`src/rtl/sr_driver.sv`:
```
// -----------------------------------------------------------------------------
// sr_driver
//
// Write sequencer for an external SR latch. After reset it holds the latch's
// preset_/preclear_ pin low for INIT_W cycles to force the INIT_VAL state,
// then accepts single-cycle write strobes. A write whose value differs from
// the shadow copy drives s (or r) for PULSE_W cycles, idles both drives for
// GAP_W cycles, and then pulses ack. A write of the value already held skips
// the pulse and acks on the next cycle.
//
// Optional feature macro: SR_DRIVER_CHECK_EN
//   When defined, latch_q is compared against the expected latch value in
//   DONE and at INIT exit, and any disagreement sets the sticky err flag.
//   When undefined, err is tied low and latch_q is unused.
//
// Handshake: req/val are a fire-and-forget strobe. The strobe is accepted
// only in a cycle where busy is low; a strobe seen while busy is high is
// dropped, not queued. Each accepted strobe produces exactly one ack pulse,
// unless reset aborts the write first.
//
// Every output, including the fsm_state debug view, comes straight from a
// flop. The next-state logic computes the next value of each output alongside
// the next state, and a single register stage captures them together.
// -----------------------------------------------------------------------------
module sr_driver #(
   parameter int PULSE_W  = 3,
   parameter int GAP_W    = 1,
   parameter int INIT_W   = 4,
   parameter bit INIT_VAL = 1'b0
) (
   input  logic       clock,
   input  logic       reset,
   input  logic       req,
   input  logic       val,
   input  logic       latch_q,
   output logic       s,
   output logic       r,
   output logic       preset_,
   output logic       preclear_,
   output logic       ack,
   output logic       busy,
   output logic       state_q,
   output logic       err,
   output logic [2:0] fsm_state
);

   typedef enum logic [2:0] {
      ST_INIT  = 3'd0,
      ST_IDLE  = 3'd1,
      ST_PULSE = 3'd2,
      ST_GAP   = 3'd3,
      ST_DONE  = 3'd4
   } state_t;

   // Terminal counts for the shared 8-bit phase counter. The counter starts
   // at 0 on entry to a timed state, so the last cycle is count W-1.
   localparam logic [7:0] INIT_LAST  = 8'(INIT_W - 1);
   localparam logic [7:0] PULSE_LAST = 8'(PULSE_W - 1);
   localparam logic [7:0] GAP_LAST   = (GAP_W > 0) ? 8'(GAP_W - 1) : 8'd0;
   localparam bit         HAS_GAP    = (GAP_W > 0);

   // Registered state
   state_t     state_r;
   logic [7:0] cnt_r;
   logic       wval_r;     // value being written, captured with req

   // Next-state values
   state_t     state_d;
   logic [7:0] cnt_d;
   logic       wval_d;
   logic       s_d;
   logic       r_d;
   logic       ack_d;
   logic       busy_d;
   logic       preset_d;
   logic       preclear_d;
   logic       state_q_d;

   // Next-state logic: sequencing of INIT, IDLE, PULSE, GAP and DONE
   always_comb begin
      state_d = state_r;
      cnt_d   = cnt_r;
      wval_d  = wval_r;

      case (state_r)
         ST_INIT: begin
            if (cnt_r == INIT_LAST) begin
               state_d = ST_IDLE;
               cnt_d   = 8'd0;
            end else begin
               cnt_d = cnt_r + 8'd1;
            end
         end

         ST_IDLE: begin
            if (req) begin
               wval_d = val;
               cnt_d  = 8'd0;
               // Writing the value already held needs no pulse on the latch.
               if (val != state_q) begin
                  state_d = ST_PULSE;
               end else begin
                  state_d = ST_DONE;
               end
            end
         end

         ST_PULSE: begin
            if (cnt_r == PULSE_LAST) begin
               cnt_d   = 8'd0;
               state_d = HAS_GAP ? ST_GAP : ST_DONE;
            end else begin
               cnt_d = cnt_r + 8'd1;
            end
         end

         ST_GAP: begin
            if (cnt_r == GAP_LAST) begin
               cnt_d   = 8'd0;
               state_d = ST_DONE;
            end else begin
               cnt_d = cnt_r + 8'd1;
            end
         end

         ST_DONE: begin
            state_d = ST_IDLE;
         end

         default: begin
            state_d = ST_INIT;
            cnt_d   = 8'd0;
         end
      endcase
   end

   // Output decode from the next state, so each output flop holds the value
   // belonging to the state the FSM occupies in the same cycle. s/r are only
   // ever driven in PULSE and preset_/preclear_ only ever low in INIT, which
   // keeps the drive and force pins mutually exclusive by construction.
   always_comb begin
      s_d        = (state_d == ST_PULSE) &&  wval_d;
      r_d        = (state_d == ST_PULSE) && !wval_d;
      ack_d      = (state_d == ST_DONE);
      busy_d     = (state_d != ST_IDLE);
      preset_d   = !((state_d == ST_INIT) &&  INIT_VAL);
      preclear_d = !((state_d == ST_INIT) && !INIT_VAL);
      state_q_d  = state_q;
      if (state_d == ST_DONE) begin
         state_q_d = wval_d;
      end
      if ((state_r == ST_INIT) && (state_d == ST_IDLE)) begin
         state_q_d = INIT_VAL;
      end
   end

   // State, counter and output registers; reset forces the INIT values at once
   always_ff @(posedge clock or posedge reset) begin
      if (reset) begin
         state_r   <= ST_INIT;
         cnt_r     <= 8'd0;
         wval_r    <= INIT_VAL;
         s         <= 1'b0;
         r         <= 1'b0;
         ack       <= 1'b0;
         busy      <= 1'b1;
         preset_   <= !INIT_VAL;
         preclear_ <= INIT_VAL;
         state_q   <= INIT_VAL;
      end else begin
         state_r   <= state_d;
         cnt_r     <= cnt_d;
         wval_r    <= wval_d;
         s         <= s_d;
         r         <= r_d;
         ack       <= ack_d;
         busy      <= busy_d;
         preset_   <= preset_d;
         preclear_ <= preclear_d;
         state_q   <= state_q_d;
      end
   end

   assign fsm_state = state_r;

`ifdef SR_DRIVER_CHECK_EN
   logic err_d;

   // Feedback check: latch must agree with the shadow value after a write
   // and with INIT_VAL once the init force is released
   always_comb begin
      err_d = err;
      if ((state_r == ST_DONE) && (latch_q != state_q)) begin
         err_d = 1'b1;
      end
      if ((state_r == ST_INIT) && (state_d == ST_IDLE) && (latch_q != INIT_VAL)) begin
         err_d = 1'b1;
      end
   end

   // Sticky error flag, cleared only by reset
   always_ff @(posedge clock or posedge reset) begin
      if (reset) begin
         err <= 1'b0;
      end else begin
         err <= err_d;
      end
   end
`else
   logic unused_latch_q;
   assign unused_latch_q = latch_q;
   assign err            = 1'b0;
`endif

endmodule
```
`config.mk`:
```
export PLATFORM = sky130hd
export DESIGN_NAME = sr_driver
export DESIGN_NICKNAME = d
export VERILOG_FILES = /design/src/rtl/sr_driver.sv
export SDC_FILE = /design/constraint.sdc
export NUM_CORES = 1
export LEC_CHECK = 0
export CAP_MARGIN = 25
export CORE_UTILIZATION = 40
export DETAILED_ROUTE_END_ITERATION = 8
export MAX_ROUTING_LAYER = met4
export PLACE_DENSITY_LB_ADDON = 0.25
export SETUP_SLACK_MARGIN = 0.5
export SYNTH_ARGS = -nofsm -noshare
export SYNTH_HDL_FRONTEND = slang
export SYNTH_SLANG_ARGS = --single-unit
```
`constraint.sdc`:
```
create_clock -name clock -period 1.9 [get_ports clock]
set_input_delay 0.38 -clock clock [delete_from_list [all_inputs] [get_ports clock]]
set_output_delay 0.38 -clock clock [all_outputs]
set_load 0.02 [all_outputs]
```
==> flow_summary.yaml, run 1 <==
placed_design:
  place_inst: 153
  io_buffers: 12
  hpwl_um: 1700
  preCtsSetupSlack_ns: -0.0181
  place.gp.congestion: 0.790
  dpl-instance-area_um2: 1280
route:
  wl_met2_um: 1370
  drtIter0Drc: 22
  met1Wirelength_um: 1240
  routed_wl_um: 2720
  first_pass_iters: 4
  viasPerCell: 5.47
  num_vias: 963
  wl_met3_um: 95
  wl_per_cell_um: 15.4
  highest_layer: "met4"
  antenna_left: 0
  drc: 0
die:
  dieArea_um2: 2810
  fp-row-count: 18
  io_pins: 16
  die_w_um: 53.0
  start_util: 0.420
  coreArea_um2: 2480
  die_h_um: 53.0
cells_and_area:
  fin_area_um2: 1550
  drive_gt1_frac: 0.493
  finalNetCount: 155
  synthToLayoutAreaGrowth_pct: 49.3
  largest_register_ffs: 8
  regMostFlops: "cnt_r"
  diodes: 0
  final_cells: 176
cts:
  clk_pin_slew_ns: 0.11
  cts-root-buf: "clkbuf_4"
  clockBufferDepth: 2
  clock_latency_ns: 0.29
  cts_inserted_buffers: 3
  ctsHoldBuffers: 0
  ctsHtreeMaxLevel: 1
  cts_tree: "done"
  clock_sinks: 18
yosys:
  ys_seq_area_frac: 0.434
  synth-adder-area-share: 0.0361
  syn-cell-area_um2: 1040
  synth-compound-area-share: 0.188
  syn_area_per_cell_um2: 9.81
  synth_area_leaders: "dfrtp_1 41%, ha_1 3.6%, nand2_1 3.6%"
  synth-edff-count: 0
  synthXorXnorAreaFrac: 0.0421
  synth_top_area_frac: 0.409
  yosysMostFrequentCell: "dfrtp_1"
  synth_top_family_by_area: "simple AND/OR/NAND/NOR gates"
  synth-seq-cells: 18
  async_flop_share: 1.00
  synth-simple-area-share: 0.211
  synth.distinct_cells: 39
  syn-num-nets: 114
  synth_flop_cell: "dfrtp_1"
  ys.warnings.count: 0
  yosys.area.top_type: "dfrtp_1"
  synthCells: 106
  synth.mux.area_fraction: 0.0313
  synth_common_cells: "17 x dfrtp_1, 10 x nand2_1, 7 x inv_1"
critical_path:
  worstPathArrival_ns: 1.97
  cp-start-kind: "register"
  path_max_fanout: 4
  cp-end-kind: "register"
  path_class: "reg2reg"
  cp.required_ns: 2.09
timing:
  setup_viol: 0
  rsz0062_at_grt: "true"
  finalMaxSlewViolations: 0
  setup_slack_ns: 0.115
  max_freq_mhz: 560
  fin_skew_ns: 0.0108
  holdWs_ns: 0.369
  finalCritPeriodShare: 0.940
  fin_crit_ns: 1.79
  final_hold_viol_count: 0
outcome:
  outcome: "finished clean"
global_route:
  grt_start_max_net_pins: 12
  grt_pass1_wl_um: 4230
  grt-ovfl-total: 0
  grt_use_total: 0.218
  antenna_found_initial: 0
  grt_pass1_vias: 903
job:
  drv_cap: 0
pwr:
  p_leak_nw: 0.713
  vdd_drop_max_uv: 1010
  power_density_nw_per_um2: 1490
hold_path:
  min_path_type: "in2async"
==> metal layers <==
metal,global-route usage,vias up
met3,0.0374,2
li1,-,463
met5,-,-
met2,0.323,25
met4,0.0921,0
met1,0.293,473
==> cell families after synthesis <==
kind of cell / Yosys count
and+or+nand+nor: 37
AOI/OAI and AO/OA: 26
DFF: 18
buffers and inverters: 12
xor gates and xnor gates: 5
adders and majority gates: 3
muxes: 3
other: 2
==> path summary, 6_finish.rpt <==
kind	from	to	slack, ns	cells after the start
hold reg to reg	wval_r	wval_r	0.53	1
min in group clock	req	busy	0.50	4
hold / removal	reset	preclear_	0.37	2
setup / recovery	cnt_r[2]	cnt_r[3]	0.11	5
setup reg to reg	cnt_r[2]	cnt_r[3]	0.11	5
max in group asynchronous	reset	cnt_r[1]	1.03	3
==> metrics by stage <==
stage / TNS (ns) / power (W) / utilization
floorplan: 0 / 0.00134 / -
global placement: -0.224 / 0.00169 / 0.518
detailed placement: -0.0523 / 0.00170 / 0.518
CTS: 0 / 0.00207 / 0.575
global route: 0 / 0.00246 / 0.627
finish: 0 / 0.00231 / 0.627
==> layout make-up <==
class                      count  area [um2]
sequential                    18         457
timing repair buffer          41         337
inverter                       7        26.3
tap                           30        37.5
fill                         212         925
multi-input combinational     76         669
clock buffer                   4        26.3
==> where the power goes <==
group / internal (W) / leakage [nW] / total, W / switching [W]
sequential: 0.000511 / 0.230 / 0.000606 / 0.0000951
combinational: 0.000764 / 0.468 / 0.00151 / 0.000746
clock: 0.0000816 / 0.0150 / 0.000199 / 0.000117
==> cell usage in the layout, fill, tap and decap left out, types with 2 or more instances in the layout <==
cell             instances
a21boi_2                 2
a21oi_2                  2
a21oi_4                  2
a221o_1                  2
a22o_1                   3
and3_1                   2
buf_2                    2
buf_4                   24
buf_6                    5
clkbuf_2                 2
clkbuf_4                 3
clkdlybuf4s50_1          2
conb_1                   2
dfrtp_1                 13
dfrtp_2                  4
dlygate4sd2_1            3
inv_1                    6
nand2_1                 10
nand3_1                  3
nor2_1                   3
nor3_1                   3
o31ai_1                  2
or2_4                    2
or3b_4                   2
xnor2_1                  4
==> critical path, stage by stage, from the launching register on <==
cell	delay (ns)
dfrtp_1	0.42
nor4_4	0.28
buf_4	0.19
a21oi_4	0.06
o31a_1	0.36
a221o_1	0.37
==> repair_timing <==
action                     4_1_cts  5_1_grt
setup buffers                   13        6
setup endpoints to repair       26       21
resized for setup               34       26
pin swaps                        7        9
Note: power is estimated with default switching activity, not from simulation.
==> run 2: changes to the inputs <==
--- a/config.mk
+++ b/config.mk
@@ -5,11 +5,11 @@
 export SDC_FILE = /design/constraint.sdc
 export NUM_CORES = 1
 export LEC_CHECK = 0
-export CAP_MARGIN = 25
 export CORE_UTILIZATION = 40
 export DETAILED_ROUTE_END_ITERATION = 8
 export MAX_ROUTING_LAYER = met4
 export PLACE_DENSITY_LB_ADDON = 0.25
+export REMOVE_ABC_BUFFERS = 1
 export SETUP_SLACK_MARGIN = 0.5
 export SYNTH_ARGS = -nofsm -noshare
 export SYNTH_HDL_FRONTEND = slang
==> run 2 against run 1 <==
Net effect:
- fmax is 2.7% higher
- largest cell class unchanged
- register-to-register slack improved by 0.05 ns
- critical endpoint unchanged
- largest power group unchanged
- wire length is 1.4% higher
==> flow_summary.yaml, run 2 (synthesis gave the netlist of run 1 again) <==
cts:
  clock_sinks: 18
  cts-root-buf: "clkbuf_4"
  clock_latency_ns: 0.30
  ctsHtreeMaxLevel: 1
  cts_tree: "done"
  cts_inserted_buffers: 3
  clk_pin_slew_ns: 0.11
  clockBufferDepth: 2
timing:
  tns_ns: 0
  rsz0062_at_grt: "true"
  max_freq_mhz: 575
  fin_skew_ns: 0.00313
  setup_viol: 0
  finalCritPeriodShare: 0.915
  fin_crit_ns: 1.74
  holdWs_ns: 0.386
  setup_slack_ns: 0.161
  final_hold_viol_count: 0
  finalMaxSlewViolations: 0
pwr:
  p_leak_nw: 0.714
  finalPower_w: 0.00248
  power_density_nw_per_um2: 1560
  vdd_drop_max_uv: 977
route:
  drtIter0Drc: 14
  antenna_left: 0
  first_pass_iters: 4
  routed_wl_um: 2750
  wl_per_cell_um: 15.6
  num_vias: 985
  viasPerCell: 5.60
  drc: 0
critical_path:
  cp.required_ns: 2.10
  worstPathArrival_ns: 1.94
  cp-end-kind: "register"
  crit_family: "compound AO/OA/AOI/OAI gates"
  path_max_fanout: 4
  path_class: "reg2reg"
  cp-start-kind: "register"
  path_buf_inv: 1
  max_stage_delay_ns: 0.44
  cp_slowest_cell: "dfrtp_1"
  critical_path.cell_chain: "nor4_4 > buf_4 > a21oi_4 > o31a_1 > a221o_1"
cells_and_area:
  finalNetCount: 155
  drive_gt1_frac: 0.521
  largest_register_ffs: 8
  synthToLayoutAreaGrowth_pct: 53.2
  fin_area_um2: 1590
  final_common_cell: "buf_4"
  fillerInstances: 186
  regMostFlops: "cnt_r"
  diodes: 0
  layout_common_cells: "23 x buf_4, 12 x dfrtp_1, 10 x nand2_1"
placed_design:
  hpwl_um: 1450
  place.gp.congestion: 0.767
  io_buffers: 12
  dpl-instance-area_um2: 1220
  preCtsSetupSlack_ns: -0.0136
global_route:
  grt_start_max_net_pins: 19
  grt_use_total: 0.192
  grt_pass1_vias: 815
  antenna_found_initial: 0
  grt-ovfl-total: 0
  grt_pass1_wl_um: 3780
die:
  io_pins: 16
  coreArea_um2: 2480
  start_util: 0.420
  dieArea_um2: 2810
  fp-row-count: 18
  die_w_um: 53.0
  die_h_um: 53.0
job:
  drv_cap: 0
hold_path:
  min_path_type: "in2async"
outcome:
  outcome: "finished clean"
## run 2: cell types whose count changed in the layout (fill, tap and decap cells not counted), sizes merged
cell and delta:
buf +1, clkdlybuf4s15 +1, clkdlybuf4s50 +1, dlygate4sd2 -2, dlymetal6s2s -1
## run 2: worst paths after layout
path	start	slack [ns]	end	depth (start not counted)
worst max-delay path	cnt_r[7]	0.16	cnt_r[3]	5
worst min-delay path	reset	0.39	cnt_r[1]	3
worst max register to register	cnt_r[7]	0.16	cnt_r[3]	5
worst min register to register	wval_r	0.54	wval_r	1
max in group asynchronous	reset	1.25	busy	3
min in group clock	wval_r	0.54	wval_r	1
## run 2: through the flow
| stage | cells | util |
|---|---|---|
| 2_1_floorplan | 101 | - |
| 3_3_place_gp | 149 | 0.491 |
| 3_5_place_dp | 149 | 0.491 |
| 4_1_cts | 168 | 0.593 |
| 5_1_grt | 176 | 0.643 |
| 6_report | 176 | 0.643 |
## run 2: timing repair
action / 4_1_cts / 5_1_grt
pin swaps: 11 / 6
hold buffers: 0 / 0
gates resized for setup: 52 / 22
endpoints found under the setup margin: 27 / 24
buffers inserted: 15 / 8
## run 2: layer usage
| layer | share of wire | up-vias | track usage |
|---|---|---|---|
| met5 | 0 | - | - |
| met4 | 0.027 | 0 | 0.0921 |
| met3 | 0.036 | 8 | 0.0259 |
| met2 | 0.48 | 29 | 0.264 |
| met1 | 0.46 | 487 | 0.275 |
| li1 | - | 461 | - |
## run 2: worst reg2reg max path, delay by kind of cell, from the launching register on
family                 cells  cell delay [ns]
AO/OA/AOI/OAI              3             0.75
flip-flops                 1             0.44
AND/OR/NAND/NOR            1             0.25
buffers and inverters      1             0.19
## run 2: layout make-up
type                    instances  area (um2)  area share
clock buffers                   4        36.3      0.0228
inverters                       7        26.3      0.0165
multi-input cells              76         707       0.444
flip-flops and latches         18         458       0.288
well taps                      30        37.5      0.0236
repair buffers                 41         328       0.206
## run 2: report_power, final
| part | internal [W] | leakage, nW | switching [W] |
|---|---|---|---|
| Clock | 0.000117 | 0.0210 | 0.000127 |
| Sequential | 0.000512 | 0.228 | 0.000104 |
| Combinational | 0.000811 | 0.465 | 0.000805 |
==> run 3: changes to the inputs <==
--- a/config.mk
+++ b/config.mk
@@ -5,12 +5,12 @@
 export SDC_FILE = /design/constraint.sdc
 export NUM_CORES = 1
 export LEC_CHECK = 0
+export CORE_ASPECT_RATIO = 0.75
 export CORE_UTILIZATION = 40
 export DETAILED_ROUTE_END_ITERATION = 8
 export MAX_ROUTING_LAYER = met4
 export PLACE_DENSITY_LB_ADDON = 0.25
 export REMOVE_ABC_BUFFERS = 1
-export SETUP_SLACK_MARGIN = 0.5
 export SYNTH_ARGS = -nofsm -noshare
 export SYNTH_HDL_FRONTEND = slang
 export SYNTH_SLANG_ARGS = --single-unit
==> run 3 against run 2 <==
Net effect:
- sequential share of layout area rose by 7.4 points
- critical endpoint is now fsm_state[0]
- critical path depth did not move
- clock power is 20% lower
- largest cell class unchanged
==> flow_summary.yaml, run 3 (synthesis gave the netlist of run 1 again) <==
cts:
  clk_pin_slew_ns: 0.10
  ctsHoldBuffers: 0
  clock_latency_ns: 0.29
  cts_inserted_buffers: 3
  clock_sinks: 18
  ctsHtreeMaxLevel: 1
  cts-root-buf: "clkbuf_4"
  cts_tree: "done"
  clockBufferDepth: 2
cells_and_area:
  fin_util: 0.529
  layout_common_cells: "14 x dfrtp_1, 12 x clkdlybuf4s50_1, 10 x nand2_1, 7 x inv_1, 7 x buf_4"
  synthToLayoutAreaGrowth_pct: 21.3
  largest_register_ffs: 8
  final_common_cell: "dfrtp_1"
  diodes: 0
  drive_gt1_frac: 0.202
  regMostFlops: "cnt_r"
  finalNetCount: 133
die:
  dieArea_um2: 2810
  die_w_um: 60.9
  die_h_um: 46.2
  fp-row-count: 15
  coreArea_um2: 2380
  io_pins: 16
  start_util: 0.436
global_route:
  met1_usage: 0.281
  grt_start_max_net_pins: 19
  grt_pass1_wl_um: 3630
  grt_pass1_vias: 776
  grt_use_total: 0.187
  met3_usage: 0.0590
  gr-max-usage-layer: "met1"
  grt-ovfl-total: 0
  use_met2: 0.253
  antenna_found_initial: 0
critical_path:
  cp.required_ns: 2.11
  timing.rr.start: "cnt_r[1]"
  cp-start-kind: "register"
  cp-end-kind: "register"
  startpoint: "cnt_r[1]"
  path_class: "reg2reg"
  worstPathArrival_ns: 2.02
  path_max_fanout: 6
route:
  first_pass_iters: 4
  wl_per_cell_um: 14.3
  drc: 0
  viasPerCell: 5.38
  num_vias: 850
  drtIter0Drc: 17
  antenna_left: 0
  routed_wl_um: 2250
placed_design:
  place.gp.congestion: 0.829
  preCtsSetupSlack_ns: -0.00934
  io_buffers: 12
  hpwl_um: 1680
timing:
  max_freq_mhz: 552
  setup_viol: 0
  rsz0062_at_grt: "false"
  final_hold_viol_count: 0
  fin_crit_ns: 1.81
  tns_ns: 0
  setup_slack_ns: 0.0897
  finalMaxSlewViolations: 0
  finalCritPeriodShare: 0.953
  fin_skew_ns: 0.00366
pwr:
  combPwrFrac: 0.545
  pwr-share-seq: 0.349
  p_int_w: 0.00106
  power_switching_w: 0.000769
  vdd_drop_max_uv: 765
  p_leak_nw: 0.540
  power_density_nw_per_um2: 1450
  power.share.clock: 0.107
  switching_share: 0.419
hold_path:
  min_path_type: "in2async"
outcome:
  outcome: "finished clean"
job:
  drv_cap: 0
run 3: routing by layer:
| layer | wire [um] | up-vias |
|---|---|---|
| met4 | 0 | 0 |
| met3 | 159 | 0 |
| met5 | 0 | - |
| met2 | 978 | 30 |
| li1 | - | 413 |
| met1 | 1120 | 407 |
run 3: critical path, cell delays in order, from the launching register on:
cell and delay, ns:
dfrtp_1 0.44, ha_2 0.27, or3b_2 0.45, a21oi_1 0.15, a211o_1 0.22, a21boi_0 0.19
run 3: cell type report:
class	count	area (um2)
Fill cell	236	1120
Sequential cell	18	455
Clock buffer	4	26.3
Multi-Input combinational cell	76	538
Tap cell	34	42.5
Timing Repair Buffer	19	173
Inverter	7	26.3
run 3: final timing paths:
| kind | end | slack, ns | cells after the start |
|---|---|---|---|
| setup / recovery | fsm_state[0] | 0.09 | 5 |
| hold / removal | ack | 0.40 | 3 |
| setup reg to reg | fsm_state[0] | 0.09 | 5 |
| hold reg to reg | wval_r | 0.56 | 1 |
| max in group asynchronous | busy | 1.25 | 3 |
| min in group clock | wval_r | 0.56 | 1 |
run 3: power by group through the flow:
stage                     clock network, W  registers, W  logic [W]
final                             0.000195      0.000639   0.000998
after global routing              0.000225      0.000655    0.00109
after CTS                         0.000202      0.000635   0.000984
after detailed placement                 0      0.000638   0.000978
after global placement                   0      0.000635   0.000956
after floorplan                          0      0.000704   0.000534
run 3: per-stage QoR:
step                instances  power, W  cell area (um2)  hold slack [ns]
finish                    158   0.00183             1260            0.396
global route              158   0.00197             1260            0.410
CTS                       158   0.00182             1260            0.406
detailed placement        154   0.00162             1230            0.531
global placement          154   0.00159             1230            0.528
floorplan                 101   0.00124             1010            0.318
run 3: what timing repair did:
action	CTS	global route
setup buffers	0	0
gates resized for setup	3	1
hold endpoints to repair	0	0
endpoints found under the setup margin	3	1
